`config.mk`:
```
export PLATFORM = sky130hd
export DESIGN_NAME = nand_phy_seq
export DESIGN_NICKNAME = d
export VERILOG_FILES = /design/src/rtl/nand_seq_pkg.sv /design/src/rtl/nand_rnb_sync.sv /design/src/rtl/nand_phy_seq.sv
export SDC_FILE = /design/constraint.sdc
export NUM_CORES = 1
export LEC_CHECK = 0
export ABC_AREA = 1
export CAP_MARGIN = 5
export CORE_MARGIN = 2
export CORE_UTILIZATION = 30
export CTS_BUF_LIST = sky130_fd_sc_hd__clkbuf_16
export DETAILED_ROUTE_END_ITERATION = 8
export PLACE_DENSITY = 0.51
export SLEW_MARGIN = 10
export SYNTH_ARGS = -nofsm -noshare
export SYNTH_HDL_FRONTEND = slang
export SYNTH_SLANG_ARGS = --single-unit
```
`constraint.sdc`:
```
create_clock -name clk -period 4.4 [get_ports clk]
set_input_delay 0.44 -clock clk [delete_from_list [all_inputs] [get_ports clk]]
set_output_delay 0.44 -clock clk [all_outputs]
set_load 0.05 [all_outputs]
```
`src/rtl/nand_seq_pkg.sv`:
```
// Shared definitions for the NAND PHY sequencer: operation codes, FSM state
// encoding and the fixed tWB guard interval.
// No ports; imported by nand_phy_seq.
package nand_seq_pkg;

  // Operation codes carried on op_type; 5..7 are accepted as no-ops.
  localparam logic [2:0] OP_CMD  = 3'd0;
  localparam logic [2:0] OP_ADDR = 3'd1;
  localparam logic [2:0] OP_WR   = 3'd2;
  localparam logic [2:0] OP_RD   = 3'd3;
  localparam logic [2:0] OP_WAIT = 3'd4;

  // Cycles after entering the ready/busy wait during which rnb is ignored,
  // covering the device's WE#-high-to-busy delay.
  localparam int TWB_CYC = 4;

  typedef enum logic [2:0] {
    ST_IDLE,
    ST_CE_GAP,
    ST_WLO,
    ST_WHI,
    ST_RLO,
    ST_RHI,
    ST_RBW
  } state_t;

  // Codes that actually drive the bus (everything except the no-ops).
  function automatic logic is_bus_op(input logic [2:0] t);
    return t <= OP_WAIT;
  endfunction

  // First bus phase an operation enters.
  function automatic state_t first_phase(input logic [2:0] t);
    if (t == OP_RD)   return ST_RLO;
    if (t == OP_WAIT) return ST_RBW;
    return ST_WLO;
  endfunction

endpackage

```
`src/rtl/nand_rnb_sync.sv`:
```
// Two-flop synchroniser for the per-target ready/busy# lines.
// Ports: clk, rst (async active-high), async_in[N] from the pads,
// sync_out[N] usable in the clk domain two cycles later.
module nand_rnb_sync #(
  parameter int N = 2
) (
  input  logic         clk,
  input  logic         rst,
  input  logic [N-1:0] async_in,
  output logic [N-1:0] sync_out
);

  logic [N-1:0] meta;

  always_ff @(posedge clk or posedge rst) begin
    if (rst) begin
      meta     <= '0;
      sync_out <= '0;
    end else begin
      meta     <= async_in;
      sync_out <= meta;
    end
  end

endmodule

```
`src/rtl/nand_phy_seq.sv`:
```
// NAND flash PHY sequencer: turns CMD/ADDR/WR/RD/WAIT_RB operations into
// timed CE#/CLE/ALE/WE#/RE# waveforms with programmable pulse widths.
// Ports: cfg_* timing, op_* handshake in, rd_* result out, busy/timeout_err
// status, wp_en, nand_* pad-side signals (split data bus, all registered).
module nand_phy_seq
  import nand_seq_pkg::*;
#(
  parameter int NUM_CE = 2,
  parameter int DW     = 8,
  parameter int TW     = 4,
  parameter int TOW    = 20,
  localparam int CEW   = (NUM_CE > 1) ? $clog2(NUM_CE) : 1
) (
  input  logic              clk,
  input  logic              rst,
  input  logic [TW-1:0]     cfg_twp,
  input  logic [TW-1:0]     cfg_twh,
  input  logic [TW-1:0]     cfg_trp,
  input  logic [TW-1:0]     cfg_treh,
  input  logic [TOW-1:0]    cfg_timeout,
  input  logic              op_valid,
  output logic              op_ready,
  input  logic [2:0]        op_type,
  input  logic [CEW-1:0]    op_ce,
  input  logic [DW-1:0]     op_data,
  input  logic              op_last,
  output logic              rd_valid,
  output logic [DW-1:0]     rd_data,
  output logic              busy,
  output logic              timeout_err,
  input  logic              err_clr,
  input  logic              wp_en,
  output logic [NUM_CE-1:0] nand_nce,
  output logic              nand_cle,
  output logic              nand_ale,
  output logic              nand_nwe,
  output logic              nand_nre,
  output logic              nand_nwp,
  output logic [DW-1:0]     nand_dq_o,
  output logic              nand_dq_oe,
  input  logic [DW-1:0]     nand_dq_i,
  input  logic [NUM_CE-1:0] nand_rnb
);

  // A programmed width of zero still produces a one-cycle pulse.
  function automatic logic [TW-1:0] pw(input logic [TW-1:0] v);
    return (v == '0) ? TW'(1) : v;
  endfunction

  // Selects at or above NUM_CE address no target.
  function automatic logic ce_in_range(input logic [CEW-1:0] c);
    return {1'b0, c} < (CEW+1)'(NUM_CE);
  endfunction

  state_t state, state_nxt;

  // Latched operation fields, valid from cycle 1 of the op.
  logic [2:0]     cur_type;
  logic [CEW-1:0] cur_ce;
  logic [DW-1:0]  cur_data;
  logic           cur_last;

  logic [TW-1:0]  cnt;   // remaining cycles in the current pulse phase
  logic [TOW-1:0] tcnt;  // cycles already spent in RBW

  // Target whose CE# is currently held low between ops.
  logic           ce_vld, ce_vld_nxt;
  logic [CEW-1:0] ce_sel, ce_sel_nxt;

  logic [NUM_CE-1:0] rnb_sync;

  logic accept, need_gap, rnb_sel, rbw_ready, rbw_tmo, tmo_set, rd_cap;
  logic [2:0]        eff_type;
  logic [DW-1:0]     eff_data;
  logic              wr_phase;
  logic [NUM_CE-1:0] nce_nxt;

  nand_rnb_sync #(.N(NUM_CE)) u_rnb_sync (
    .clk      (clk),
    .rst      (rst),
    .async_in (nand_rnb),
    .sync_out (rnb_sync)
  );

  assign op_ready = (state == ST_IDLE);
  assign busy     = ~op_ready;
  assign accept   = op_valid && op_ready;

  // Switching to a different target needs one cycle with every CE# high.
  assign need_gap = ce_vld && (op_ce != ce_sel);

  // An out-of-range target has no rnb line; treat it as ready so the op
  // still completes after the guard interval.
  assign rnb_sel   = ce_in_range(cur_ce) ? rnb_sync[cur_ce] : 1'b1;
  assign rbw_ready = (tcnt >= TOW'(TWB_CYC)) && rnb_sel;
  assign rbw_tmo   = ({1'b0, tcnt} + 1'b1) >= {1'b0, cfg_timeout};
  assign tmo_set   = (state == ST_RBW) && !rbw_ready && rbw_tmo;

  // ---------------------------------------------------------------- state
  always_ff @(posedge clk or posedge rst) begin
    if (rst) state <= ST_IDLE;
    else     state <= state_nxt;
  end

  // ----------------------------------------------------------- next state
  always_comb begin
    state_nxt = state;
    unique case (state)
      ST_IDLE: begin
        if (op_valid && is_bus_op(op_type))
          state_nxt = need_gap ? ST_CE_GAP : first_phase(op_type);
      end
      ST_CE_GAP: state_nxt = first_phase(cur_type);
      ST_WLO:    if (cnt <= TW'(1)) state_nxt = ST_WHI;
      ST_WHI:    if (cnt <= TW'(1)) state_nxt = ST_IDLE;
      ST_RLO:    if (cnt <= TW'(1)) state_nxt = ST_RHI;
      ST_RHI:    if (cnt <= TW'(1)) state_nxt = ST_IDLE;
      ST_RBW:    if (rbw_ready || rbw_tmo) state_nxt = ST_IDLE;
      default:   state_nxt = ST_IDLE;
    endcase
  end

  // -------------------------------------------------------- next outputs
  // Outputs are derived from the state being entered so that the pads
  // change on the same edge as the state register.
  always_comb begin
    eff_type   = accept ? op_type : cur_type;
    eff_data   = accept ? op_data : cur_data;
    ce_vld_nxt = ce_vld;
    ce_sel_nxt = ce_sel;
    if (accept && is_bus_op(op_type)) begin
      ce_vld_nxt = 1'b1;
      ce_sel_nxt = op_ce;
    end
    if ((state != ST_IDLE) && (state_nxt == ST_IDLE) && cur_last)
      ce_vld_nxt = 1'b0;

    nce_nxt = '1;
    if (ce_vld_nxt && (state_nxt != ST_CE_GAP) && ce_in_range(ce_sel_nxt))
      nce_nxt[ce_sel_nxt] = 1'b0;

    wr_phase = (state_nxt == ST_WLO) || (state_nxt == ST_WHI);
    // Data is sampled at the end of the RE# low phase.
    rd_cap   = (state == ST_RLO) && (state_nxt == ST_RHI);
  end

  // ---------------------------------------------------- datapath / timers
  always_ff @(posedge clk or posedge rst) begin
    if (rst) begin
      cur_type <= '0;
      cur_ce   <= '0;
      cur_data <= '0;
      cur_last <= 1'b0;
      cnt      <= '0;
      tcnt     <= '0;
      ce_vld   <= 1'b0;
      ce_sel   <= '0;
    end else begin
      if (accept) begin
        cur_type <= op_type;
        cur_ce   <= op_ce;
        cur_data <= op_data;
        cur_last <= op_last;
      end
      // Widths are sampled only on phase entry, so a cfg change mid-phase
      // takes effect from the next phase.
      if (state_nxt != state) begin
        unique case (state_nxt)
          ST_WLO:  cnt <= pw(cfg_twp);
          ST_WHI:  cnt <= pw(cfg_twh);
          ST_RLO:  cnt <= pw(cfg_trp);
          ST_RHI:  cnt <= pw(cfg_treh);
          default: cnt <= '0;
        endcase
      end else if (cnt != '0) begin
        cnt <= cnt - 1'b1;
      end
      tcnt   <= ((state == ST_RBW) && (state_nxt == ST_RBW)) ? tcnt + 1'b1 : '0;
      ce_vld <= ce_vld_nxt;
      ce_sel <= ce_sel_nxt;
    end
  end

  // ------------------------------------------------------ output register
  always_ff @(posedge clk or posedge rst) begin
    if (rst) begin
      nand_nce    <= '1;
      nand_cle    <= 1'b0;
      nand_ale    <= 1'b0;
      nand_nwe    <= 1'b1;
      nand_nre    <= 1'b1;
      nand_dq_o   <= '0;
      nand_dq_oe  <= 1'b0;
      nand_nwp    <= 1'b0;
      rd_valid    <= 1'b0;
      rd_data     <= '0;
      timeout_err <= 1'b0;
    end else begin
      nand_nce    <= nce_nxt;
      nand_cle    <= wr_phase && (eff_type == OP_CMD);
      nand_ale    <= wr_phase && (eff_type == OP_ADDR);
      nand_nwe    <= (state_nxt != ST_WLO);
      nand_nre    <= (state_nxt != ST_RLO);
      nand_dq_o   <= wr_phase ? eff_data : '0;
      nand_dq_oe  <= wr_phase;
      nand_nwp    <= ~wp_en;
      rd_valid    <= rd_cap;
      if (rd_cap) rd_data <= nand_dq_i;
      // A timeout in the same cycle as a clear leaves the flag set.
      if (tmo_set)      timeout_err <= 1'b1;
      else if (err_clr) timeout_err <= 1'b0;
    end
  end

endmodule

```
== After elaboration in Yosys (flattened, before gate mapping) ==
Cells that the tools add are included.

* Add/subtract/negate cells: 3
* Magnitude comparators: 7
* Equality and inequality tests: 21
* Multiplexer cells: 48
* Bitwise logic cells: 3
* Reduce and logical (&&, ||, !) cells: 30

{| class="wikitable"
|+ Operator list
! cell !! count
|-
| $mux 3 || 15
|-
| $eq 3x3->1 const B || 8
|-
| $mux 4 || 6
|-
| $add 20x1->21 const B || 1
|-
| $ge 21x20->1 || 1
|-
| $add 20x1->20 const B || 1
|-
| $ge 20x3->1 const B || 1
|-
| $mux 1 || 20
|-
| $mux 20 || 1
|-
| $eq 3x2->1 const B || 6
|-
| $pmux 3 s6 || 1
|-
| $logic_not 4->1 || 4
|-
| $mux 8 || 2
|-
| $pmux 4 s4 || 1
|-
| $logic_and 1x1->1 || 15
|-
| $logic_not 3->1 || 3
|-
| $eq 3x1->1 const B || 2
|-
| $le 4x1->1 const B || 1
|-
| $lt 1x2->1 const B || 2
|-
| $reduce_bool 2->1 || 2
|-
| $reduce_bool 4->1 || 1
|-
| $sub 4x1->4 const B || 1
|-
| $le 3x3->1 const B || 1
|-
| $ne 3x1->1 const B || 1
|-
| other kinds (13) || 15
|}

* Register bits after elaboration: 72
* Input port bits: 64
* Output and inout bits: 28
* Logic and storage cells: 134

== Longest topological paths before layout ==
Gate-level depths: netlist (run 1).

* Word-level depth: 18
* Gate-level depth with buffers: 26
* Depth with buffers taken out: 26

== Modules after synthesis ==
From an unflattened synthesis (run 1), not the netlist that was laid out.

* Cell total of the unflattened synthesis: 527
* Area, all modules: 4,080.2 sq um

{| class="wikitable"
|+ By module, submodules not included
! module !! instances !! cells an instance !! area each (sq um) !! seq. area each (sq um)
|-
| nand_phy_seq || 1 || 522 || 3,976.3 || 1,706.6
|-
| nand_rnb_sync || 1 || 5 || 103.8 || 100.1
|}

== Worst setup path before layout (run 1) ==
Ideal clock, no wire load.

* Path kind: register -> register
* From: register tcnt[0]
* To: register cnt[3]
* Library setup time: 0.117 ns
* Data arrival time: 2.994 ns
* Data required time: 4.283 ns
* Slack: 1.289 ns
* Cell stages (with the launch flop): 27
* Path buffers: 1
* Clock period less this slack: 3.111 ns
* Cells stage by stage: dfrtp_1 inv_1 nor3_2 nand3_2 nor4_2 nand2_1 inv_1 nand4_2 nor2_2 nand2_1 xor2_1 inv_1 ha_1 nand3_1 inv_1 nand2_1 nor3b_1 nand2_1 nand3_4 nand2_4 nand2_4 buf_6 nor2_2 nor2_1 nand2_1 nand2_1 a21oi_2

* Word-level cells in the longest chain between the ends: 8
* Elaborated cells between the ends (all ways): 15
* Classes of those cells: 1 x add/sub; 2 x order compare; 5 x eq/ne; 4 x mux; 3 x reduce/logical

{| class="wikitable"
|+ RTL lines
! what !! line !! text
|-
| start: declaration || nand_phy_seq.sv:64 || <nowiki>logic [TOW-1:0] tcnt;</nowiki>
|-
| start signal: assignment || nand_phy_seq.sv:178 || <nowiki>tcnt <= ((state == ST_RBW) && (state_nxt == ST_RBW)) ? tcnt + 1'b1 : '0;</nowiki>
|-
| $add 20x1->21 or $ge 20x3->1 (tied branches) || nand_phy_seq.sv:96, nand_phy_seq.sv:95 ||
|-
| $ge 21x20->1 or $logic_and 1x1->1 (tied branches) || nand_phy_seq.sv:96, nand_phy_seq.sv:95 ||
|-
| $logic_or 1x1->1 * || nand_phy_seq.sv:118 || <nowiki>ST_RBW: if (rbw_ready || rbw_tmo) state_nxt = ST_IDLE;</nowiki>
|-
| $mux 3 * || nand_phy_seq.sv:118 ||
|-
| $pmux 3 s6 * || nand_phy_seq.sv:108 || <nowiki>unique case (state)</nowiki>
|-
| net state_nxt[1] || nand_phy_seq.sv:55 || <nowiki>state_t state, state_nxt;</nowiki>
|-
| $eq 3x3->1 or $eq 3x2->1 (tied branches) || nand_phy_seq.sv:168 || <nowiki>unique case (state_nxt)</nowiki>
|-
| $pmux 4 s4 || nand_phy_seq.sv:168 ||
|-
| $mux 4 || nand_phy_seq.sv:167 || <nowiki>if (state_nxt != state) begin</nowiki>
|-
| end signal: assignment || nand_phy_seq.sv:169 || <nowiki>ST_WLO: cnt <= pw(cfg_twp);</nowiki>
|-
| end signal: assignment || nand_phy_seq.sv:170 || <nowiki>ST_WHI: cnt <= pw(cfg_twh);</nowiki>
|-
| end signal: assignment || nand_phy_seq.sv:171 || <nowiki>ST_RLO: cnt <= pw(cfg_trp);</nowiki>
|-
| end: declaration || nand_phy_seq.sv:63 || <nowiki>logic [TW-1:0] cnt;</nowiki>
|}

Mark *: on every way through the listed nets, which the timed path passes. The rest lies on a longest branch.
A chain may end at the register's enable or synchronous reset.

== Worst setup path in the final report (run 1) ==
* From: register tcnt[0]
* To: register cnt[1]

* Word-level cells in the longest chain between the ends: 8
* Elaborated cells between the ends (all ways): 15
* Classes of those cells: 1 x add/sub; 2 x order compare; 5 x eq/ne; 4 x mux; 3 x reduce/logical

{| class="wikitable"
|+ RTL lines
! what !! line
|-
| $add 20x1->21 or $ge 20x3->1 (tied branches) || nand_phy_seq.sv:96, nand_phy_seq.sv:95
|-
| $ge 21x20->1 or $logic_and 1x1->1 (tied branches) || nand_phy_seq.sv:96, nand_phy_seq.sv:95
|-
| $logic_or 1x1->1 * || nand_phy_seq.sv:118
|-
| $mux 3 * || nand_phy_seq.sv:118
|-
| $pmux 3 s6 * || nand_phy_seq.sv:108
|-
| $eq 3x3->1 or $eq 3x2->1 (tied branches) || nand_phy_seq.sv:168
|-
| $pmux 4 s4 || nand_phy_seq.sv:168
|-
| $mux 4 || nand_phy_seq.sv:167
|}

Mark *: on every way between the ends. The rest lies on a longest branch, timed or not.

==> out/results.ini, run 1 <==
[status]
status = finished, final reports clean

[final_layout]
stdcell_count = 814
final_util_pct = 41.00
nets = 717
diodes = 0
syn2layout_area_growth_pct = 33.62
fill_cells = 1407
drive_above_1_share_pct = 11.51

[timing]
skew_ns = 0.008659
fmaxAchievable_ghz = 0.2659
setup_tns_ns = 0
min_period_ns = 3.761
rsz0062_at_grt = no
worstMarginPinSlew_ns = 0.8757
drv_slew = 0
final-hold-violation-count = 0
fin_crit_sh_pct = 85.47
setup_violations = 0
slew-limit-headroom_pct = 41.54

[die]
num_rows = 43
start_util_pct = 30.69
fp.dieArea_mm2 = 0.01511
die_width_um = 122.9
die_y_um = 122.9
io_pins = 92
core_mm2 = 0.01383

[yosys]
syn_nets = 618
synth_area_per_cell_um2 = 8.005
yosys.area.top_type = dfrtp_1
yosys_most_used_dff = dfrtp_1
synth_common_cells = 128 x nand2_1, 94 x inv_1, 71 x nor2_1, 68 x dfrtp_1, 24 x ha_1
synth_area_leaders = dfrtp_1 40%, nand2_1 11%, inv_1 8.3%
synth-edff-count = 0
yosysMostFrequentCell = nand2_1
netlist_area_mm2 = 0.004243
netlist.area_leader.share_pct = 40.11
synth_cells = 530
yosysSeqAreaShare_pct = 42.58
synth_cell_types = 45
synth_seq_cells = 72
yosysWarnings = 0
synthArstFlopShare_pct = 100.0

[placed_design]
dpl.hpwl_um = 7658
gp_congestion = 0.8628
dpl.cell_count = 798
portBuffers = 91

[critical_path]
end_kind = register
cp_data_arrival_time_ns = 4.01
critPathLaunchType = register
cp_data_required_time_ns = 4.65
critPathMaxFanout = 14
critical_path_class = register to register

[clock_tree]
clockRootBuffer = clkbuf_16
cts.sinks = 72
post-cts-setup-buffer-count = 0
clk_pin_slew_worst_paths_ns = 0.06
ctsHtreeMaxLevel = 3
clock_path_buffers = 2
cts_hold_buf = 0
clk_latency_ns = 0.33
cts_tree = yes
ctsResizeCount = 0
numCtsBuffers = 9

[detailed_routing]
drt_wl_total_um = 9794
drc_errors = 0
num_vias = 3566
route.detailed.vias_per_inst = 4.381
dr.pass1.iters = 5
wl_per_cell_um = 12.03
ant_nets = 0
drtIter0Drc = 125

[global_route]
grt_first_pass_wirelength_um = 16490
grt_max_degree = 41
track_usage_pct = 14.04
antenna_found_initial = 0
grt_pass1_vias = 3561
globalRouteOverflowTotal = 0

[min_path]
worstHoldPathType = register to register

[run]
maxCapViolations = 0

[pwr]
p_leak_nw = 2.965
power_density_mw_per_mm2 = 574.6
vdd.ir_drop.worst_mv = 0.3708

[cell families after synthesis]
logic type | count (synthesis) | share of synthesized area [%]
xor+xnor | 15 | 3.097
simple gates | 265 | 30.11
flops | 72 | 42.58
compound gates | 42 | 6.370
mux | 1 | 0.2654
buf+inv | 111 | 10.50
fa+ha+maj | 24 | 7.078
[layout make-up]
class	instances	area [um^2]	area share, %
Clock inverter	7	80.08	1.412
Tap cell	180	225.2	3.973
Multi-Input combinational cell	347	1991	35.11
Inverter	104	400.4	7.062
Clock buffer	9	225.2	3.973
Timing Repair Buffer	95	940.9	16.60
Sequential cell	72	1807	31.87
[state kept, by name, summed over array words and instances, names as in the netlist, 2 cells and up]
signal	flops
u_rnb_sync.sync_out	2
nand_dq_o	8
cur_data	8
cnt	4
rd_data	8
state	3
u_rnb_sync.meta	2
tcnt	20
cur_type	3
nand_nce	2
[per-stage QoR]
step                      power [W]  hold slack [ns]  area, um^2  setup WS, ns
after floorplan            0.002115           0.3312        4243         1.289
after global placement     0.002512           0.3355        5364        0.7323
after detailed placement   0.002535           0.3363        5364        0.6322
after CTS                  0.003314           0.3582        5669        0.5965
after global routing       0.003506           0.3621        5669       0.09264
final                      0.003258           0.3535        5669        0.6391
[critical path, cell delays in order (launching register included)]
cell and delay, ns:
dfrtp_1 0.38, inv_1 0.08, nor3_2 0.23, nand3_2 0.14, nor4_2 0.17, nand2_1 0.15
inv_1 0.11, nand4_2 0.10, nor2_2 0.13, nand2_1 0.08, xor2_1 0.17, inv_1 0.07
ha_1 0.30, nand3_1 0.08, inv_1 0.07, nand2_1 0.05, nor3b_1 0.18, nand2_1 0.15
nand3_4 0.16, nand4_2 0.37, nor2_1 0.20, nor2_1 0.06, nand2_1 0.06, nand2_1 0.04
a21oi_1 0.13
[power breakdown]
group | total, W | switching [W] | internal, W
clock | 0.000753 | 0.000267 | 0.000487
sequential | 0.000962 | 0.000103 | 0.000859
combinational | 0.00154 | 0.00101 | 0.000530
[placed cells by master (no fill, tap or decap), types with 2 or more instances in the layout]
master	instances
nand2_1	128
inv_1	95
clkdlybuf4s50_1	91
nor2_1	71
dfrtp_1	68
ha_1	24
nand3_1	18
xor2_1	14
a21oi_1	10
o21ai_0	10
clkbuf_16	9
inv_2	8
a21boi_0	8
nand2_4	7
nor3_1	6
nand2_2	6
nor2_2	5
a31oi_1	5
dfstp_2	4
buf_4	4
nand4_1	3
nor2_8	3
nand4_2	3
nor4_2	2
nor2_4	2
inv_4	2
nor3_2	2
nand3_2	2
a21oi_2	2
or2_2	2
nor4_1	2
bufinv_16	2
clkinv_1	2
[worst paths after layout]
path                                          from                endpoint  depth (start not counted)  slack [ns]
worst min register to register  u_rnb_sync.meta[1]  u_rnb_sync.sync_out[1]                          0        0.35
worst min-delay path            u_rnb_sync.meta[1]  u_rnb_sync.sync_out[1]                          0        0.35
min in group asynchronous                      rst                nand_nwp                          2        0.61
worst max register to register             tcnt[0]                  cnt[1]                         24        0.64
max in group asynchronous                      rst                nand_nwe                          3        2.98
worst max-delay path                       tcnt[0]                  cnt[1]                         24        0.64
[routing by layer]
metal | GRT usage (%) | up-vias | share of wire [%]
li1 | - | 1829 | -
met1 | 18.27 | 1657 | 46
met2 | 22.44 | 71 | 48
met3 | 3.137 | 9 | 5.1
met4 | 6.034 | 0 | 1.5
met5 | 0 | - | 0
No activity file was read; power rests on OpenSTA's default activity.
==> run 2: changes to the inputs <==
- PLACE_DENSITY: 0.51 -> not set
==> run 2 against run 1 <==
Final area down 0.11%. Sequential share of layout area about the same. Clock power up 2%. Flip-flop and latch count unchanged. Register-to-register slack worse by 0.03 ns. Critical path type unchanged. Largest cell class unchanged. Largest power group unchanged.
==> out/results.ini, run 2 (synthesized netlist as in run 1, its figures left out) <==
[die]
fp.dieArea_mm2 = 0.01511  ; unchanged
die_y_um = 122.9  ; unchanged
num_rows = 43  ; unchanged
io_pins = 92  ; unchanged
die_width_um = 122.9  ; unchanged
start_util_pct = 30.69  ; unchanged
core_mm2 = 0.01383  ; unchanged

[detailed_routing]
drtIter0Drc = 124  ; -0.80%
num_vias = 3559  ; -0.20%
wl_per_cell_um = 11.68  ; -2.9%
dr.pass1.iters = 4  ; -1
drc_errors = 0  ; unchanged
route.detailed.vias_per_inst = 4.388  ; +0.17%
drt_wl_total_um = 9472  ; -3.3%
ant_nets = 0  ; unchanged

[pwr]
p_sw_w = 0.001391  ; +0.72%
power_density_mw_per_mm2 = 577.6  ; +0.51%
p_clk_share_pct = 23.4  ; +0.3 points
swShare_pct = 42.54  ; +0.14 points
internal-power_w = 0.001879  ; +0.16%
vdd.ir_drop.worst_mv = 0.3979  ; +7.3%
power_w = 0.003271  ; +0.40%
p_leak_nw = 2.946  ; -0.64%
comb_power_share_pct = 47.1  ; -0.2 points
pwr-share-seq_pct = 29.4  ; about the same

[critical_path]
crit_start = tcnt[0]
cp_data_arrival_time_ns = 4.01  ; about the same
critPathMaxFanout = 27  ; +13
cp_top_family = simple AND/OR/NAND/NOR gates
cp_data_required_time_ns = 4.62  ; -0.03 ns
critPathLaunchType = register
end_kind = register
crit_buf_inv = 6  ; +2
critical_path_class = register to register
crit_top_cell = nand2_1
r2r_start = tcnt[0]
cp_slowest_cell = dfrtp_1
slowest_delay_ns = 0.39  ; about the same

[global_route]
globalRouteOverflowTotal = 0  ; unchanged
track_usage_pct = 13.74  ; -0.30 points
grt_max_degree = 51  ; +24%
grt_pass1_vias = 3624  ; +1.8%
grt_first_pass_wirelength_um = 16310  ; -1.1%
antenna_found_initial = 1  ; +1

[run]
maxCapViolations = 0  ; unchanged

[final_layout]
stdcell_count = 811  ; -0.37%
fill_cells = 1407  ; unchanged
nets = 714  ; -0.42%
final_util_pct = 40.96  ; -0.045 points
final_cell_mix = 128 x nand2_1, 94 x inv_1, 91 x clkdlybuf4s50_1
final_common_cell = nand2_1
regMostFlops = tcnt
diodes = 0  ; unchanged
drive_above_1_share_pct = 11.25  ; -0.26 points
largest_reg_flops = 20  ; unchanged
syn2layout_area_growth_pct = 33.47

[clock_tree]
clock_path_buffers = 2  ; unchanged
cts_hold_buf = 0  ; unchanged
clk_latency_ns = 0.34  ; about the same
post-cts-setup-buffer-count = 0  ; unchanged
cts_tree = yes
ctsHtreeMaxLevel = 3  ; unchanged
numCtsBuffers = 9  ; unchanged
cts.sinks = 72  ; unchanged
clk_pin_slew_worst_paths_ns = 0.06  ; about the same
clockRootBuffer = clkbuf_16

[placed_design]
dpl.cell_count = 795  ; -0.38%
portBuffers = 91  ; unchanged
dpl.hpwl_um = 7416  ; -3.2%
gp_congestion = 0.8739  ; +1.3%

[timing]
final-hold-violation-count = 0  ; unchanged
slew-limit-headroom_pct = 31.17  ; -10 points
skew_ns = 0.007151  ; -0.001508 ns
fmaxAchievable_ghz = 0.2636  ; -0.86%
setup_tns_ns = 0  ; unchanged
fin_crit_sh_pct = 86.22  ; +0.74 points
min_period_ns = 3.793  ; +0.03256 ns
worstMarginPinSlew_ns = 1.032  ; +0.1567 ns
drv_slew = 0  ; unchanged
rsz0062_at_grt = no
setup_violations = 0  ; unchanged

[min_path]
hold_start = u_rnb_sync.meta[0]
worstHoldPathType = register to register

[status]
status = finished, final reports clean

-- run 2: metrics by stage --
stage               hold WS, ns  instance area (um^2)  setup WS [ns]
floorplan                0.3312                  4243          1.289
global placement         0.3339                  5341         0.6644
detailed placement       0.3364                  5341         0.4837
CTS                      0.3496                  5654         0.4307
global route             0.3605                  5663         0.1090
finish                   0.3475                  5663         0.6065
-- run 2: cell type report --
type / count / area, um^2 / area share, %
clock inverters: 7 / 87.58 / 1.547
well taps: 180 / 225.2 / 3.977
flip-flops and latches: 72 / 1807 / 31.90
repair buffers: 92 / 918.4 / 16.22
multi-input cells: 347 / 1999 / 35.31
clock buffers: 9 / 225.2 / 3.977
inverters: 104 / 400.4 / 7.070
-- run 2: worst register-to-register path, delay by kind of cell, from the launching register on --
| family | cells | cell delay [ns] |
|---|---|---|
| AOI/OAI and AO/OA | 1 | 0.05 |
| xor gates and xnor gates | 1 | 0.18 |
| adders and majority gates | 1 | 0.29 |
| buffers and inverters | 6 | 0.45 |
| DFF | 1 | 0.39 |
| and+or+nand+nor | 17 | 2.31 |
-- run 2: repair_timing --
item                       in CTS  in global routing
gates resized for setup         0                  1
hold endpoints to repair        0                  0
setup endpoints to repair       0                  2
-- run 2: metal layers --
layer / vias up / GRT usage (%) / routed length, um
li1: 1816 / - / -
met1: 1650 / 17.08 / 4308
met2: 76 / 21.13 / 4261
met3: 15 / 5.489 / 728
met4: 2 / 5.891 / 161
met5: - / 0 / 13
-- run 2: worst paths after layout --
kind | to | slack, ns | cells past startpoint
worst max-delay path | cnt[0] | 0.61 | 26
worst min-delay path | u_rnb_sync.sync_out[0] | 0.35 | 0
worst max register to register | cnt[0] | 0.61 | 26
worst min register to register | u_rnb_sync.sync_out[0] | 0.35 | 0
max in group asynchronous | tcnt[19] | 2.86 | 3
min in group asynchronous | nand_nwp | 0.66 | 2
-- run 2: power by group through the flow --
stage / Clock (W) / Sequential, W / Combinational (W)
5_1_grt: 0.000811 / 0.000988 / 0.00172
3_3_place_gp: 0 / 0.000967 / 0.00151
3_5_place_dp: 0 / 0.000972 / 0.00154
6_report: 0.000766 / 0.000962 / 0.00154
4_1_cts: 0.000786 / 0.000965 / 0.00155
2_1_floorplan: 0 / 0.00122 / 0.000895
==> run 3: changes to the inputs <==
- PLACE_DENSITY: not set -> 0.64
==> run 3 against run 2 <==
Routed wire length grew 1.2%. Clock power down 6.8%. Sequential power is essentially flat. Core utilization shrank 0.17 points. Die area is the same. Combinational power hardly changed. Worst setup slack gained 0.026 ns. Hold slack improved by 0.0078 ns. Fmax up 0.69%. Global-route usage grew 0.12 points. Critical endpoint is now cnt[1]. Largest power group unchanged.
==> out/results.ini, run 3 (synthesized netlist as in run 1, its figures left out) <==
[status]
status = finished, final reports clean

[pwr]
vdd.ir_drop.worst_mv = 0.4619  ; +16%
power_density_mw_per_mm2 = 570.2  ; -1.3%
swShare_pct = 43.34  ; +0.80 points
internal-power_w = 0.001822  ; -3.1%
comb_power_share_pct = 48.0  ; +0.9 points
p_leak_nw = 2.940  ; -0.21%
pwr-share-seq_pct = 29.9  ; +0.5 points
p_sw_w = 0.001394  ; +0.16%
p_clk_share_pct = 22.2  ; -1.2 points

[min_path]
worstHoldPathType = register to register
hold_depth = 0  ; unchanged
hold_start = u_rnb_sync.meta[1]
min_to = u_rnb_sync.sync_out[1]

[timing]
rsz0062_at_grt = no
worstMarginPinSlew_ns = 0.8987  ; -0.1337 ns
slew-limit-headroom_pct = 39.59  ; +8.4 points
drv_slew = 0  ; unchanged
setup_tns_ns = 0  ; unchanged
fmaxAchievable_ghz = 0.2654  ; +0.69%
fin_crit_sh_pct = 85.63  ; -0.59 points
skew_ns = 0.006046  ; -0.001104 ns
worst_slack_ns = 0.6324  ; +0.02584 ns
final-hold-violation-count = 0  ; unchanged
min_period_ns = 3.768  ; -0.02584 ns
setup_violations = 0  ; unchanged

[global_route]
track_usage_pct = 13.87  ; +0.12 points
grt_first_pass_wirelength_um = 16420  ; +0.68%
grt_pass1_vias = 3646  ; +0.61%
grt_max_degree = 42  ; -18%
antenna_found_initial = 0  ; -1
globalRouteOverflowTotal = 0  ; unchanged

[final_layout]
multi_input_area_mm2 = 0.001999  ; unchanged
largest_reg_flops = 20  ; unchanged
seqCellArea_mm2 = 0.001807  ; unchanged
regMostFlops = tcnt
diodes = 0  ; unchanged
nets = 714  ; unchanged
fill_cells = 1368  ; -2.8%
drive_above_1_share_pct = 11.25  ; unchanged
final_cell_mix = 128 x nand2_1, 94 x inv_1, 91 x clkdlybuf4s50_1
final_common_cell = nand2_1
syn2layout_area_growth_pct = 32.91

[critical_path]
critPathLaunchType = register
r2r-end = cnt[1]
end_kind = register
r2r_cells = 24  ; -7.7%
slowest_delay_ns = 0.39  ; about the same
worstPathCellList = inv_1, nor3_2, nand3_2, nor4_2, nand2_1, inv_1, nand4_2, nor2_2, nand2_1, xor2_1, inv_1, ha_1, nand3_1, inv_1, nand2_1, nor3b_1, nand2_1, nand3_4, nand4_4, nor2_1, nor2_1, nand2_1, nand2_1, a21oi_1
cp_top_family = simple AND/OR/NAND/NOR gates
critPathMaxFanout = 27  ; unchanged
crit_buf_inv = 4  ; -2
critical_path_class = register to register
r2r_slack_ns = 0.63  ; +0.03 ns
cp_data_required_time_ns = 4.66  ; +0.04 ns
crit_top_cell = nand2_1
cp_slowest_cell = dfrtp_1
r2r_start = tcnt[0]
cp_data_arrival_time_ns = 4.03  ; +0.02 ns

[placed_design]
place_ws_ns = 0.4609  ; -0.02285 ns
dpl.hpwl_um = 7491  ; +1.0%
portBuffers = 91  ; unchanged
gp_congestion = 0.8471  ; -3.1%

[die]
fp.dieArea_mm2 = 0.01511  ; unchanged
num_rows = 43  ; unchanged
die_y_um = 122.9  ; unchanged
die_width_um = 122.9  ; unchanged
io_pins = 92  ; unchanged
start_util_pct = 30.69  ; unchanged
core_mm2 = 0.01383  ; unchanged

[clock_tree]
ctsResizeCount = 0  ; unchanged
cts.sinks = 72  ; unchanged
clockRootBuffer = clkbuf_16
clock_path_buffers = 2  ; unchanged
clk_latency_ns = 0.34  ; about the same
cts_tree = yes
post-cts-setup-buffer-count = 0  ; unchanged
ctsHtreeMaxLevel = 3  ; unchanged
numCtsBuffers = 9  ; unchanged
cts_hold_buf = 0  ; unchanged
clk_pin_slew_worst_paths_ns = 0.06  ; about the same

[detailed_routing]
drc_errors = 0  ; unchanged
ant_nets = 0  ; unchanged
dr.pass1.iters = 4  ; unchanged
num_vias = 3498  ; -1.7%
route.detailed.vias_per_inst = 4.313  ; -1.7%
drtIter0Drc = 119  ; -4.0%
drt_wl_total_um = 9582  ; +1.2%
wl_per_cell_um = 11.82  ; +1.2%

[run]
maxCapViolations = 0  ; unchanged

run 3: cell count changes in the layout (fill, tap and decap cells not counted), sizes merged:
cell | before | now
clkinv | 4 | 6
bufinv | 2 | 1
clkinvlp | 1 | 0
run 3: how the worst max path moves through the flow:
stage	end	from	cells after the start	slack (ns)
2_1_floorplan	cnt[3]	tcnt[0]	26	1.29
3_3_place_gp	cnt[3]	tcnt[0]	24	0.64
6_report	cnt[1]	tcnt[0]	24	0.63
4_1_cts	cnt[1]	tcnt[0]	24	0.46
5_1_grt	cnt[1]	tcnt[0]	24	0.07
3_5_place_dp	cnt[1]	tcnt[0]	24	0.46
run 3: power groups by stage:
| stage | logic (W) | clock network (W) | registers (W) |
|---|---|---|---|
| after global placement | 0.00151 | 0 | 0.000967 |
| after detailed placement | 0.00154 | 0 | 0.000972 |
| after global routing | 0.00171 | 0.000767 | 0.000981 |
| final | 0.00154 | 0.000714 | 0.000960 |
| after CTS | 0.00155 | 0.000733 | 0.000963 |
| after floorplan | 0.000895 | 0 | 0.00122 |
run 3: area by class of cell:
type / instances / area share (%)
Inverter: 104 / 7.100
Timing Repair Buffer: 92 / 16.29
Multi-Input combinational cell: 347 / 35.46
Tap cell: 180 / 3.994
Sequential cell: 72 / 32.04
Clock buffer: 9 / 3.994
Clock inverter: 7 / 1.132
run 3: routing by layer:
metal,up-vias,GRT usage [%],part of all wire [%],wire length [um]
li1,1814,-,-,-
met1,1611,16.83,44,4236
met2,61,23.48,49,4720
met3,12,4.474,5.1,493
met4,0,4.095,1.4,131
met5,-,0,0,0
run 3: per-stage QoR:
stage / power (W) / area, um^2 / hold slack, ns / instances / util, %
after floorplan: 0.002115 / 4243 / 0.3312 / 530 / -
after global placement: 0.002481 / 5341 / 0.3390 / 795 / 38.63
after detailed placement: 0.002510 / 5341 / 0.3458 / 795 / 38.63
after CTS: 0.003242 / 5630 / 0.3612 / 811 / 40.72
after global routing: 0.003459 / 5639 / 0.3657 / 811 / 40.78
final: 0.003215 / 5639 / 0.3552 / 811 / 40.78
==> patch, RTL diff (settings of run 3) <==
Change the parameter `TOW` from 20 to 30.
--- a/src/rtl/nand_phy_seq.sv
+++ b/src/rtl/nand_phy_seq.sv
@@ -10,3 +10,3 @@
   parameter int TW     = 4,
-  parameter int TOW    = 20,
+  parameter int TOW    = 30,
   localparam int CEW   = (NUM_CE > 1) ? $clog2(NUM_CE) : 1
Ports: changed (resized cfg_timeout); port bits go from 92 to 102. The function was not compared with the original's and may differ.
==> patch against run 3 <==
  * Synthesized area is 19% higher
  * Clock skew is 0.00082 ns higher
  * Routed wire length is 21% higher
  * Global-route usage is 0.19 points lower
  * Sequential cell count is 10 higher
  * Setup slack worse by 0.13 ns
  * Design area is 18% higher
  * Via count is 24% higher
  * Total power is 5.1% higher
  * Largest cell class unchanged
  * Largest power group unchanged
  * Highest routed layer is now met5
==> patch: results (changes against run 3) <==
outcome: "completed"
synth.mux.area_fraction: 0.00199  # -0.000666
slowest_delay_ns: 0.41  # +0.02 ns
fin_hold_ws_ns: 0.352  # -0.00341 ns
power.leakage_nw: 3.44  # +17%
num-nets-final: 897  # +26%
synth_top_cells_by_area: "dfrtp_1, nand2_1, inv_1"
gpl.final_weighted_congestion: 0.878  # +3.6%
pin_count_of_the_biggest_net_entering_global_routing: 63  # +50%
number_of_violations_reported_at_the_end_of_detailed_routing_iteration_0: 209  # +76%
worstPathMaxFanout: 7  # -74%
dpl-instance-area_mm2: 0.00632  # +18%
post_route_cells_drive_above_1_share: 0.0705  # -0.0420
dp.cells: 998  # +26%
fillers: 1700  # +24%
p_sw_frac: 0.430  # -0.00311
post-dp-hpwl_mm: 9.07  # +21%
critPathArrivalTime_ns: 4.12  # +0.09 ns
synth-xor-area-share: 0.0365  # +0.00557
clock-skew-final_ns: 0.00686  # +0.000817 ns
grt_antenna_before_repair: 1  # +1
grt_pass1_vias: 4277  # +17%
drt_pass1_iterations: 5  # +1
grt_first_pass_wirelength_mm: 19.5  # +19%
post_synthesis_compound_gate_area_fraction: 0.0527  # -0.0110
syn_area_per_cell_um2: 7.40  # -7.5%
worstMarginPinSlew_ns: 0.782  # -0.117 ns
drt-total-wl_mm: 11.6  # +21%
largest_register_ffs: 30  # +50%
synth-adder-area-share: 0.0845  # +0.0137
drt-wirelength-per-cell_um: 11.4  # -3.3%
post_drt_via_cell_ratio: 4.28  # -0.88%
[patch: power groups by stage]
| stage | registers [mW] | logic, mW | clock network, mW |
|---|---|---|---|
| 4_1_cts | 1.08 | 1.57 | 0.772 |
| 5_1_grt | 1.10 | 1.70 | 0.806 |
| 2_1_floorplan | 1.44 | 0.733 | 0 |
| 6_report | 1.08 | 1.55 | 0.753 |
| 3_5_place_dp | 1.08 | 1.56 | 0 |
| 3_3_place_gp | 1.09 | 1.55 | 0 |
[patch: what timing repair did]
| item | CTS | global route |
|---|---|---|
| endpoints found under the setup margin | 0 | 6 |
| endpoints found under the hold margin | 0 | 0 |
| resized for setup | 0 | 3 |
[patch: cells by family (layout without fill, tap and decap cells)]
kind of cell,Yosys count,after routing
XOR/XNOR,21,21
AO/OA/AOI/OAI,51,51
flip-flops,82,82
AND/OR/NAND/NOR,341,341
adder cells (fa/ha/maj),34,34
buffers and inverters,150,264
multiplexers,1,1
[patch: cell type report]
class,count,area share
multi-input combinational,448,0.366
sequential,82,0.310
timing repair buffer,103,0.155
inverter,145,0.0825
tap,220,0.0415
clock buffer,9,0.0340
clock inverter,7,0.0108
[patch: worst max-delay path by stage]
| stage | startpoint | to | slack, ns | cells past startpoint |
|---|---|---|---|---|
| after floorplan | tcnt[0] | cnt[1] | 0.90 | 25 |
| after global placement | tcnt[0] | cnt[1] | 0.42 | 24 |
| after detailed placement | tcnt[0] | nand_ale | 0.35 | 22 |
| after CTS | tcnt[0] | nand_ale | 0.30 | 22 |
| after global routing | tcnt[0] | cnt[0] | 0.05 | 26 |
| final | tcnt[0] | cnt[1] | 0.51 | 24 |
[patch: worst register-to-register path, delay by kind of cell (launching register included)]
family / cells / cell delay [ns]
simple gates: 13 / 1.80
fa+ha+maj: 2 / 0.50
buf+inv: 4 / 0.30
xor+xnor: 1 / 0.21
flops: 1 / 0.41
compound gates: 4 / 0.58
[patch: per-stage QoR]
stage           util  worst slack (ns)
6_report       0.403             0.507
5_1_grt        0.403            0.0502
4_1_cts        0.402             0.299
3_5_place_dp   0.384             0.348
3_3_place_gp   0.384             0.418
2_1_floorplan      -             0.899
[patch: routing by layer]
layer | vias up | GRT usage | wire, µm
li1 | 2307 | - | -
met2 | 95 | 0.231 | 5680
met4 | 2 | 0.0449 | 98
met5 | - | 0 | 11
met3 | 10 | 0.0457 | 746
met1 | 1921 | 0.164 | 5050
